==> config.mk <==
export PLATFORM = sky130hd
export DESIGN_NAME = x_dl_sched
export DESIGN_NICKNAME = d
export VERILOG_FILES = /design/src/rtl/x_dl_sched_pkg.sv /design/src/rtl/x_popcount.sv /design/src/rtl/x_dl_sched.sv
export SDC_FILE = /design/constraint.sdc
export NUM_CORES = 1
export LEC_CHECK = 0
export CAP_MARGIN = 5
export CELL_PAD_IN_SITES_DETAIL_PLACEMENT = 1
export CELL_PAD_IN_SITES_GLOBAL_PLACEMENT = 2
export CORE_MARGIN = 4
export CORE_UTILIZATION = 33
export CTS_CLUSTER_SIZE = 16
export DETAILED_ROUTE_END_ITERATION = 10
export PLACE_DENSITY = 0.81
export SYNTH_ARGS = -nofsm -noshare
export SYNTH_HDL_FRONTEND = slang
export SYNTH_SLANG_ARGS = --single-unit
==> constraint.sdc <==
create_clock -name i_clk -period 8.8 [get_ports i_clk]
set_clock_uncertainty 0.15 [all_clocks]
set_input_delay 0.88 -clock i_clk [delete_from_list [all_inputs] [get_ports i_clk]]
set_output_delay 0.88 -clock i_clk [all_outputs]
set_load 0.03 [all_outputs]
==> src/rtl/x_dl_sched_pkg.sv <==
// Shared types and constants for the delay-line sample scheduler.
package x_dl_sched_pkg;

  typedef enum logic [2:0] {
    ST_IDLE    = 3'd0,
    ST_ARG     = 3'd1,
    ST_RAW     = 3'd2,
    ST_CAPTURE = 3'd3,
    ST_SEND    = 3'd4
  } state_e;

  localparam logic [7:0] CMD_RAW = 8'h52;  // 'R'
  localparam logic [7:0] CMD_SUM = 8'h53;  // 'S'

  // 256 samples * 32 ones = 8192 needs 14 bits.
  localparam int ACC_W = 14;

endpackage

==> src/rtl/x_popcount.sv <==
// Combinational population count of a delay-line thermometer sample.
module x_popcount #(
  parameter  int p_dl_width = 32,
  localparam int CW         = $clog2(p_dl_width + 1)
) (
  input  logic [p_dl_width-1:0] i_vec,
  output logic [CW-1:0]         o_cnt
);

  // Plain adder chain; synthesis rebalances it into a tree.
  always_comb begin
    o_cnt = '0;
    for (int i = 0; i < p_dl_width; i++) begin
      o_cnt = o_cnt + CW'(i_vec[i]);
    end
  end

endmodule

==> src/rtl/x_dl_sched.sv <==
// Delay-line sampling scheduler driven by UART command bytes.
//   'R'       -> latch one sample, reply with 4 bytes MSB first.
//   'S', N    -> sum popcounts of N samples (N=0 means 256), reply with
//                the 16-bit sum big-endian.
// Optional build macro X_DL_SCHED_MINMAX_EN: also track min/max popcount
// over the capture and append them to the 'S' reply (4 bytes total).
module x_dl_sched
  import x_dl_sched_pkg::*;
#(
  parameter int p_dl_width = 32,
  parameter int p_cnt_w    = 8
) (
  input  logic                  i_clk,
  input  logic                  i_rst,
  input  logic                  i_valid,
  input  logic [7:0]            i_data,
  output logic                  o_valid,
  input  logic                  i_accept,
  output logic [7:0]            o_data,
  input  logic                  i_dl_valid,
  input  logic [p_dl_width-1:0] i_dl,
  output logic                  o_busy
);

  localparam int PC_W = $clog2(p_dl_width + 1);
  localparam logic [p_cnt_w:0] CNT_FULL = {1'b1, {p_cnt_w{1'b0}}};
  localparam logic [p_cnt_w:0] CNT_ONE  = (p_cnt_w + 1)'(1);
`ifdef X_DL_SCHED_MINMAX_EN
  localparam logic [1:0] SUM_LAST = 2'd3;
`else
  localparam logic [1:0] SUM_LAST = 2'd1;
`endif

  state_e                state_q, state_d;
  logic [p_cnt_w:0]      cnt_q, cnt_d;
  logic [ACC_W-1:0]      acc_q, acc_d;
  logic [p_dl_width-1:0] raw_q, raw_d;
  logic [1:0]            idx_q, idx_d;
  logic                  kind_raw_q, kind_raw_d;
`ifdef X_DL_SCHED_MINMAX_EN
  logic [PC_W-1:0]       min_q, min_d;
  logic [PC_W-1:0]       max_q, max_d;
`endif

  logic [PC_W-1:0]  pc;
  logic [p_cnt_w:0] arg_ext;
  logic [1:0]       last_idx;
  logic [31:0]      raw32;
  logic [15:0]      sum16;
  logic [7:0]       byte_sel;

  x_popcount #(.p_dl_width(p_dl_width)) u_popcount (
    .i_vec (i_dl),
    .o_cnt (pc)
  );

  assign arg_ext  = (p_cnt_w + 1)'(i_data);
  assign last_idx = kind_raw_q ? 2'd3 : SUM_LAST;
  assign raw32    = 32'(raw_q);
  assign sum16    = 16'(acc_q);

  // Response byte selection by command kind and byte index.
  always_comb begin
    byte_sel = 8'h00;
    if (kind_raw_q) begin
      case (idx_q)
        2'd0:    byte_sel = raw32[31:24];
        2'd1:    byte_sel = raw32[23:16];
        2'd2:    byte_sel = raw32[15:8];
        default: byte_sel = raw32[7:0];
      endcase
    end else begin
      case (idx_q)
        2'd0:    byte_sel = sum16[15:8];
        2'd1:    byte_sel = sum16[7:0];
`ifdef X_DL_SCHED_MINMAX_EN
        2'd2:    byte_sel = 8'(min_q);
        default: byte_sel = 8'(max_q);
`else
        default: byte_sel = 8'h00;
`endif
      endcase
    end
  end

  assign o_valid = (state_q == ST_SEND);
  assign o_data  = (state_q == ST_SEND) ? byte_sel : 8'h00;
  assign o_busy  = (state_q != ST_IDLE);

  // Next-state and datapath update; bytes outside IDLE/ARG are dropped
  // simply by not being looked at.
  always_comb begin
    state_d    = state_q;
    cnt_d      = cnt_q;
    acc_d      = acc_q;
    raw_d      = raw_q;
    idx_d      = idx_q;
    kind_raw_d = kind_raw_q;
`ifdef X_DL_SCHED_MINMAX_EN
    min_d      = min_q;
    max_d      = max_q;
`endif
    case (state_q)
      ST_IDLE: begin
        if (i_valid) begin
          if (i_data == CMD_RAW) begin
            state_d    = ST_RAW;
            kind_raw_d = 1'b1;
          end else if (i_data == CMD_SUM) begin
            state_d    = ST_ARG;
            kind_raw_d = 1'b0;
          end
        end
      end
      ST_ARG: begin
        // Samples in this cycle are ignored: counting starts next cycle.
        if (i_valid) begin
          cnt_d   = (arg_ext == '0) ? CNT_FULL : arg_ext;
          acc_d   = '0;
`ifdef X_DL_SCHED_MINMAX_EN
          min_d   = '1;
          max_d   = '0;
`endif
          state_d = ST_CAPTURE;
        end
      end
      ST_RAW: begin
        if (i_dl_valid) begin
          raw_d   = i_dl;
          idx_d   = 2'd0;
          state_d = ST_SEND;
        end
      end
      ST_CAPTURE: begin
        if (i_dl_valid) begin
          acc_d = acc_q + ACC_W'(pc);
          cnt_d = cnt_q - CNT_ONE;
`ifdef X_DL_SCHED_MINMAX_EN
          if (pc < min_q) min_d = pc;
          if (pc > max_q) max_d = pc;
`endif
          if (cnt_q == CNT_ONE) begin
            idx_d   = 2'd0;
            state_d = ST_SEND;
          end
        end
      end
      ST_SEND: begin
        if (i_accept) begin
          if (idx_q == last_idx) begin
            idx_d   = 2'd0;
            state_d = ST_IDLE;
          end else begin
            idx_d = idx_q + 2'd1;
          end
        end
      end
      default: state_d = ST_IDLE;
    endcase
  end

  // State and datapath registers with synchronous reset.
  always_ff @(posedge i_clk) begin
    if (i_rst) begin
      state_q    <= ST_IDLE;
      cnt_q      <= '0;
      acc_q      <= '0;
      raw_q      <= '0;
      idx_q      <= 2'd0;
      kind_raw_q <= 1'b0;
`ifdef X_DL_SCHED_MINMAX_EN
      min_q      <= '0;
      max_q      <= '0;
`endif
    end else begin
      state_q    <= state_d;
      cnt_q      <= cnt_d;
      acc_q      <= acc_d;
      raw_q      <= raw_d;
      idx_q      <= idx_d;
      kind_raw_q <= kind_raw_d;
`ifdef X_DL_SCHED_MINMAX_EN
      min_q      <= min_d;
      max_q      <= max_d;
`endif
    end
  end

endmodule

# Word level (Yosys, flattened, before mapping)

Index checks and enable logic that the tools add are counted.

Register bits: 61
Logic and storage cells: 100
Input bits: 45

Add/sub/neg operators: 34
Reductions and logical operators: 12
Equality and inequality tests: 18
Multiplexer cells: 30

Operator list:

| operator            | number |
|---|---|
| $add 6x1->6         | 30 |
| $mux 14             | 2 |
| $pmux 14 s2         | 1 |
| $mux 3              | 9 |
| $mux 9              | 3 |
| $pmux 8 s3          | 1 |
| $pmux 9 s2          | 1 |
| $eq 8x7->1 const B  | 2 |
| $mux 8              | 2 |
| $pmux 8 s2          | 1 |
| $pmux 3 s5          | 1 |
| $add 14x6->14       | 1 |
| $mux 2              | 6 |
| $ne 2x2->1 const B  | 5 |
| $eq 9x1->1 const B  | 1 |
| $logic_not 9->1     | 1 |
| $sub 9x1->9 const B | 1 |
| $reduce_and 8->1    | 1 |
| $eq 3x2->1 const B  | 2 |
| $pmux 2 s3          | 1 |
| $reduce_and 3->1    | 2 |
| $reduce_bool 3->1   | 2 |
| $reduce_and 5->1    | 1 |
| $ne 2x1->1 const B  | 2 |
| 13 further kinds    | 15 |

# Logic depth before layout (Yosys ltp)

Gate-level depths: netlist of run 1.

Word-level depth: 34
Gate-level depth with buffers: 23
Gate-level depth less buffers: 23

# Cells and area by module

From an unflattened synthesis of run 1, not the netlist that was laid out.

Cells, all modules: 511
Area total of the unflattened synthesis: 4,209.0 µm²

By module, submodules not included:

| module     | area an instance (µm²) | times used | seq. area each (µm²) | cells an instance |
|---|---|---|---|---|
| x_dl_sched | 3,333.2                | 1          | 1,221.2              | 423 |
| x_popcount | 875.8                  | 1          | 0.0                  | 88 |

# Worst setup path before layout of run 1

OpenSTA, ideal clock, no wires.

Kind: input port to flip-flop
From: input i_dl[0]
To: register acc_q[11]
Stages: 18
Arrival: 6.502 ns
Path slack: 2.073 ns
Setup time: 0.076 ns
Required time: 8.574 ns
Cells stage by stage: ha_1 inv_1 fa_1 fa_1 fa_1 fa_1 fa_1 fa_1 fa_1 fa_1 o21ai_0 a21oi_1 xnor2_1 ha_1 o211ai_1 o211a_1 or4_1 a21boi_0

Longest elaborated chain between the ends: 34

RTL lines:

| what                       | RTL line          | text |
|---|---|---|
| from (decl)                | x_dl_sched.sv:21  | `input logic [p_dl_width-1:0] i_dl,` |
| $add 1x1->2                | x_popcount.sv:14  | `o_cnt = o_cnt + CW'(i_vec[i]);` |
| $add 6x1->6 (30 in series) | x_popcount.sv:14  |  |
| $add 14x6->14              | x_dl_sched.sv:136 | `acc_d = acc_q + ACC_W'(pc);` |
| $mux 14                    | x_dl_sched.sv:135 | `if (i_dl_valid) begin` |
| $pmux 14 s2                | x_dl_sched.sv:103 | `case (state_q)` |
| to (signal assigned)       | x_dl_sched.sv:167 | `acc_q <= '0;` |
| to (signal assigned)       | x_dl_sched.sv:178 | `acc_q <= acc_d;` |
| to (decl)                  | x_dl_sched.sv:36  | `logic [ACC_W-1:0] acc_q, acc_d;` |

No other way between the ends. The select of a mux whose other input is x is not followed.
A chain may end at the register's enable or synchronous reset.

# Worst setup path in the final report of run 1

Same ends and word-level chain as after synthesis.

==> flow_summary.yaml, run 1 <==
finish:
  n_antenna_cell: 0
  area_growth_pct: 23.7
  regArea_um2: 1220
  final_nets: 648
  multiInputGateArea_um2: 2560
  drive_above_1_share: 0.0463
  fillCellCount: 1445
  stdcell_area_um2: 5140
  fin_cells: 730
flow_run:
  drv_cap: 0
sta:
  worstMarginPinSlew_ns: 1.22
  drv_slew: 0
  fmax_ghz: 0.139
  hold_ws_ns: 0.307
  fin_crit_ns: 7.20
  post-route-period-util: 0.819
  worst_slack_ns: 1.60
  final.setup.tns_ns: 0
  hold_violations: 0
  setup_viol: 0
  slew-limit-headroom: 0.186
  rsz0062_at_grt: "no"
yosys:
  ys_warn_count: 0
  syn-instance-count: 518
  synth_top_area_cell: "dfxtp_1"
  synth.top_cells.by_area: "dfxtp_1, fa_1, nand2_1"
  async_reset_ff_frac: 0
  synth_top_area_share: 0.294
  syn_nets: 609
  ys.flop_type: "dfxtp_1"
  yosysMostFrequentCell: "nand2_1"
  seq_area_frac_synth: 0.294
  synth_seq_cells: 61
  synth.distinct_cells: 58
  syn_area_per_cell_um2: 8.02
  syn_area_um2: 4160
  synth_edf_count: 0
  synth_common_cells: "nand2_1, inv_1, dfxtp_1, a21oi_1, nor2_1"
global_routing:
  grt_max_degree: 56
  gr-usage-all-layers: 0.190
  grt_pass1_vias: 4021
  grt_overflow: 0
  antenna_found_initial: 0
  grt_pass1_wl_um: 21300
die:
  start_util: 0.342
  core_area_um2: 12200
  rows: 40
  die_y_um: 120
  fp.dieArea_um2: 14500
  die_width_um: 120
  ios: 55
detailed_routing:
  drc: 0
  routed_wl_um: 13100
  avgRoutedWirePerCell_um: 18.0
  vias: 3836
  drtPass1Iterations: 7
  antenna_left: 0
  drt_iter0_markers: 222
  vias_per_cell: 5.25
placed_design:
  dp_hpwl_um: 9640
  dpl_cell_area_um2: 4810
  placed_cells: 714
  place_congestion: 0.823
  place_ws_ns: 1.28
  io_buffers: 54
setup_path:
  cp_top_family: "adder cells"
  path_buf_inv: 5
  critPathMaxStageDelay_ns: 0.60
  critPathSlowestCell: "fa_1"
  startpoint_type: "input pin"
  arrival_ns: 7.31
  path_max_fanout: 7
  path_cells: "clkdlybuf4s50_1, ha_1, inv_1, fa_1, fa_1, inv_1, fa_1, fa_1, fa_1, inv_1, fa_1, inv_1, ha_1, nor2b_1, o21ai_0, nor3b_1, nor2_1, ha_1, o211ai_1, o211a_1, or4_1, a21boi_0"
  cp-end-kind: "flip-flop"
  critPathKind: "in -> reg"
  required_ns: 8.91
  crit_top_cell: "fa_1"
power:
  powerDensity_nw_per_um2: 275
  p_clk_frac: 0.279
  combPwrFrac: 0.523
  seqPwrFrac: 0.198
  swShare: 0.384
  power.switching_uw: 542
  p_int_uw: 870
  peakVddDrop_uv: 150
  p_leak_uw: 0.00198
clock_tree:
  cts.sinks: 61
  clk-insertion-delay-late_ns: 0.34
  cts_buffers: 9
  cts_tree: "done"
  cts_root_buf: "clkbuf_16"
  clk_pin_slew_ns: 0.05
  cts_htree_levels: 3
  postCtsResizedCells: 0
  clk_path_buf_depth: 2
  cts_hold_buf: 0
  post_cts_buffers: 0
worst_hold_path:
  hp-class: "reg -> reg"
outcome:
  status: "finished clean"
tightest hold or removal path: stages, from the launching register on:
cell,delay (ns)
dfxtp_1,0.31
nand2_1,0.05
a21oi_1,0.05
layout by cell type, fill, tap and decap left out, types with 3 or more instances in the layout:
cell and count:
a21o_1 4, nand4_1 3, a21oi_1 58, o211ai_1 4
xnor2_1 5, ha_1 21, dfxtp_1 61, clkbuf_16 9
o311ai_0 3, a22oi_1 3, fa_1 25, buf_4 3
a222oi_1 8, nand2_1 86, mux2i_1 7, nor2b_1 4
inv_1 68, nor3_1 5, clkdlybuf4s50_1 53, or3_1 9
o21ai_0 13, a221oi_1 9, nand3b_1 4, nor4_1 4
a211oi_1 9, a21boi_0 4, nor2_1 28, nand3_1 6
layout make-up:
type,count,share of cell area
multi-input cells,359,0.499
clock inverters,4,0.0136
flip-flops and latches,61,0.238
inverters,69,0.0504
clock buffers,12,0.0499
well taps,168,0.0409
repair buffers,57,0.109
state kept, by name, indices dropped and copies added (netlist names):
register / count
raw32: 32
kind_raw_q: 1
cnt_q: 9
idx_q: 2
state_q: 3
acc_q: 14
power by group through the flow:
| stage | sequential [uW] | clock [uW] | combinational (uW) |
|---|---|---|---|
| 6_report | 279 | 394 | 739 |
| 5_1_grt | 279 | 415 | 856 |
| 4_1_cts | 279 | 403 | 748 |
| 3_5_place_dp | 285 | 0 | 726 |
| 3_3_place_gp | 285 | 0 | 696 |
| 2_1_floorplan | 284 | 0 | 554 |
logic make-up (layout without fill, tap and decap cells):
family | after synthesis | in the layout | synth area share
buffers and inverters | 98 | 142 | 0.0903
multiplexers | 8 | 8 | 0.0196
AND/OR/NAND/NOR | 167 | 167 | 0.189
XOR/XNOR | 6 | 6 | 0.0126
adder cells (fa/ha/maj) | 46 | 46 | 0.184
AO/OA/AOI/OAI | 132 | 132 | 0.211
flip-flops | 61 | 61 | 0.294
metrics by stage:
| stage | power (uW) | util |
|---|---|---|
| final | 1410 | 0.423 |
| after global routing | 1550 | 0.423 |
| after CTS | 1430 | 0.423 |
| after detailed placement | 1010 | 0.396 |
| after global placement | 981 | 0.396 |
| after floorplan | 838 | - |
metal layers:
layer  vias up  global-route usage  wire, um
li1       1857                   -         -
met1      1911               0.245      6000
met2        52               0.321      6500
met3        16              0.0346       401
met4         0              0.0623       206
met5         -                   0         0
path summary, 6_finish.rpt:
| path | endpoint | slack (ns) | startpoint | cells past startpoint |
|---|---|---|---|---|
| worst min register to register | raw32[10]$_SDFFE_PP0P_ | 0.31 | raw32[10]$_SDFFE_PP0P_ | 2 |
| worst max register to register | idx_q[1]$_SDFFE_PP0P_ | 6.23 | state_q[1]$_SDFFE_PP0P_ | 4 |
| worst max-delay path | acc_q[11]$_SDFFE_PP0P_ | 1.60 | i_dl[0] | 22 |
| worst min-delay path | raw32[10]$_SDFFE_PP0P_ | 0.31 | raw32[10]$_SDFFE_PP0P_ | 2 |
Note: power is estimated with default switching activity, not from simulation.
==> inputs of run 2 (changes only) <==
- CORE_UTILIZATION: 33 -> 30
- PLACE_DENSITY: 0.81 -> 0.77
- clock period: 8.8 -> 6.5 ns (I/O delays scaled with it)
==> flow_summary.yaml, run 2 (synthesis gave the netlist of run 1 again) <==
die:
  die_width_um: 126
  core_area_um2: 13400
  start_util: 0.310
  ios: 55
  rows: 42
  fp.dieArea_um2: 15800
  die_y_um: 126
setup_path:
  path_max_fanout: 6
  required_ns: 6.61
  cp-end-kind: "flip-flop"
  arrival_ns: 6.45
  r2r_start: "state_q[1]$_SDFFE_PP0P_"
  startpoint: "i_dl[1]"
  critPathKind: "in -> reg"
  startpoint_type: "input pin"
finish:
  final_nets: 674
  largest_reg_flops: 32
  layout_common_cells: "nand2_1, inv_1, dfxtp_1, a21oi_1, clkdlybuf4s50_1"
  stdcell_area_um2: 5350
  area_growth_pct: 28.6
  mostFrequentLayoutCell: "nand2_1"
  n_antenna_cell: 0
  drive_above_1_share: 0.123
sta:
  worst_slack_ns: 0.162
  drv_slew: 0
  slew-limit-headroom: 0.259
  post-route-period-util: 0.975
  fmax_ghz: 0.158
  rsz0062_at_grt: "yes"
  setup_viol: 0
  worstMarginPinSlew_ns: 1.11
  hold_violations: 0
  fin_crit_ns: 6.34
  final.setup.tns_ns: 0
  hold_ws_ns: 0.306
global_routing:
  gr-usage-all-layers: 0.171
  grt_pass1_wl_um: 21800
  antenna_found_initial: 0
  grt_max_degree: 56
  grt_overflow: 0
  grt_pass1_vias: 4208
clock_tree:
  cts.sinks: 61
  cts_buffers: 9
  clk-insertion-delay-late_ns: 0.33
  cts_hold_buf: 0
  cts_root_buf: "clkbuf_16"
  cts_htree_levels: 3
  clk_pin_slew_ns: 0.05
  cts_tree: "done"
  clk_path_buf_depth: 2
detailed_routing:
  drc: 0
  routed_wl_um: 13100
  vias: 3876
  drt_iter0_markers: 316
  avgRoutedWirePerCell_um: 17.2
  vias_per_cell: 5.08
  drtPass1Iterations: 4
  antenna_left: 0
worst_hold_path:
  min_from: "raw32[22]$_SDFFE_PP0P_"
  hp-class: "reg -> reg"
placed_design:
  dpl_cell_area_um2: 5000
  place_ws_ns: -0.814
  dp_hpwl_um: 10100
  io_buffers: 54
  place_congestion: 0.795
outcome:
  status: "finished clean"
power:
  p_leak_uw: 0.00211
  peakVddDrop_uv: 318
  powerDensity_nw_per_um2: 417
  p_total_uw: 2230
flow_run:
  drv_cap: 0
==> run 2: cell count changes in the layout (fill, tap and decap cells not counted), moves of 3 or more <==
cell / before / now
buf_2: 1 / 5
buf_4: 3 / 28
clkdlybuf4s50_1: 53 / 37
inv_1: 68 / 63
inv_2: 0 / 5
dlygate4sd2_1: 0 / 7
a21boi_0: 4 / 1
==> run 2: timing repair <==
item,4_1_cts,5_1_grt
resized for setup,49,16
pin swaps,24,19
buffers inserted,2,2
endpoints found under the setup margin,10,10
==> run 2: worst max-delay path, cell delays in order <==
cell and delay, ns:
buf_8 0.10, ha_4 0.25, inv_2 0.03, fa_1 0.46
fa_1 0.54, fa_1 0.44, fa_1 0.52, fa_1 0.57
fa_1 0.43, fa_2 0.37, fa_2 0.37, o21ai_2 0.14
a21oi_2 0.07, xnor2_1 0.13, ha_1 0.30, o211ai_1 0.11
o211a_1 0.30, or4_1 0.48, a21boi_1 0.16
==> run 2: metal layers <==
metal	share of wire	wire length (um)	track usage
met2	0.48	6340	0.283
met3	0.017	223	0.0262
met5	0	0	0
met1	0.48	6320	0.230
met4	0.018	240	0.0568
==> run 2: final cells by class <==
class	count	area [um2]
Inverter	69	259
Multi-Input combinational cell	359	2620
Clock buffer	14	264
Clock inverter	1	30.0
Fill cell	1600	8050
Sequential cell	61	1220
Tap cell	176	220
Timing Repair Buffer	83	736
==> run 2: final timing paths <==
| kind | endpoint | slack (ns) | depth (start not counted) |
|---|---|---|---|
| worst max-delay path | acc_q[11]$_SDFFE_PP0P_ | 0.16 | 19 |
| worst max register to register | idx_q[1]$_SDFFE_PP0P_ | 4.01 | 4 |
| worst min-delay path | raw32[22]$_SDFFE_PP0P_ | 0.31 | 2 |
| worst min register to register | raw32[22]$_SDFFE_PP0P_ | 0.31 | 2 |
==> run 2: per-stage QoR <==
| stage | util | cells |
|---|---|---|
| final | 0.399 | 763 |
| after global routing | 0.399 | 763 |
| after CTS | 0.395 | 762 |
| after detailed placement | 0.373 | 745 |
| after global placement | 0.373 | 745 |
| after floorplan | - | 518 |
==> run 2: power by group <==
part	internal (uW)	leakage, uW	switching [uW]
clock network	316	0.000143	166
logic	706	0.00148	661
registers	376	0.000491	2.04
==> inputs of run 3 (changes only) <==
- CTS_CLUSTER_DIAMETER: unset -> 150
==> results of run 3 <==
No change in the layout: final DEF, timing and power equal those of run 2.
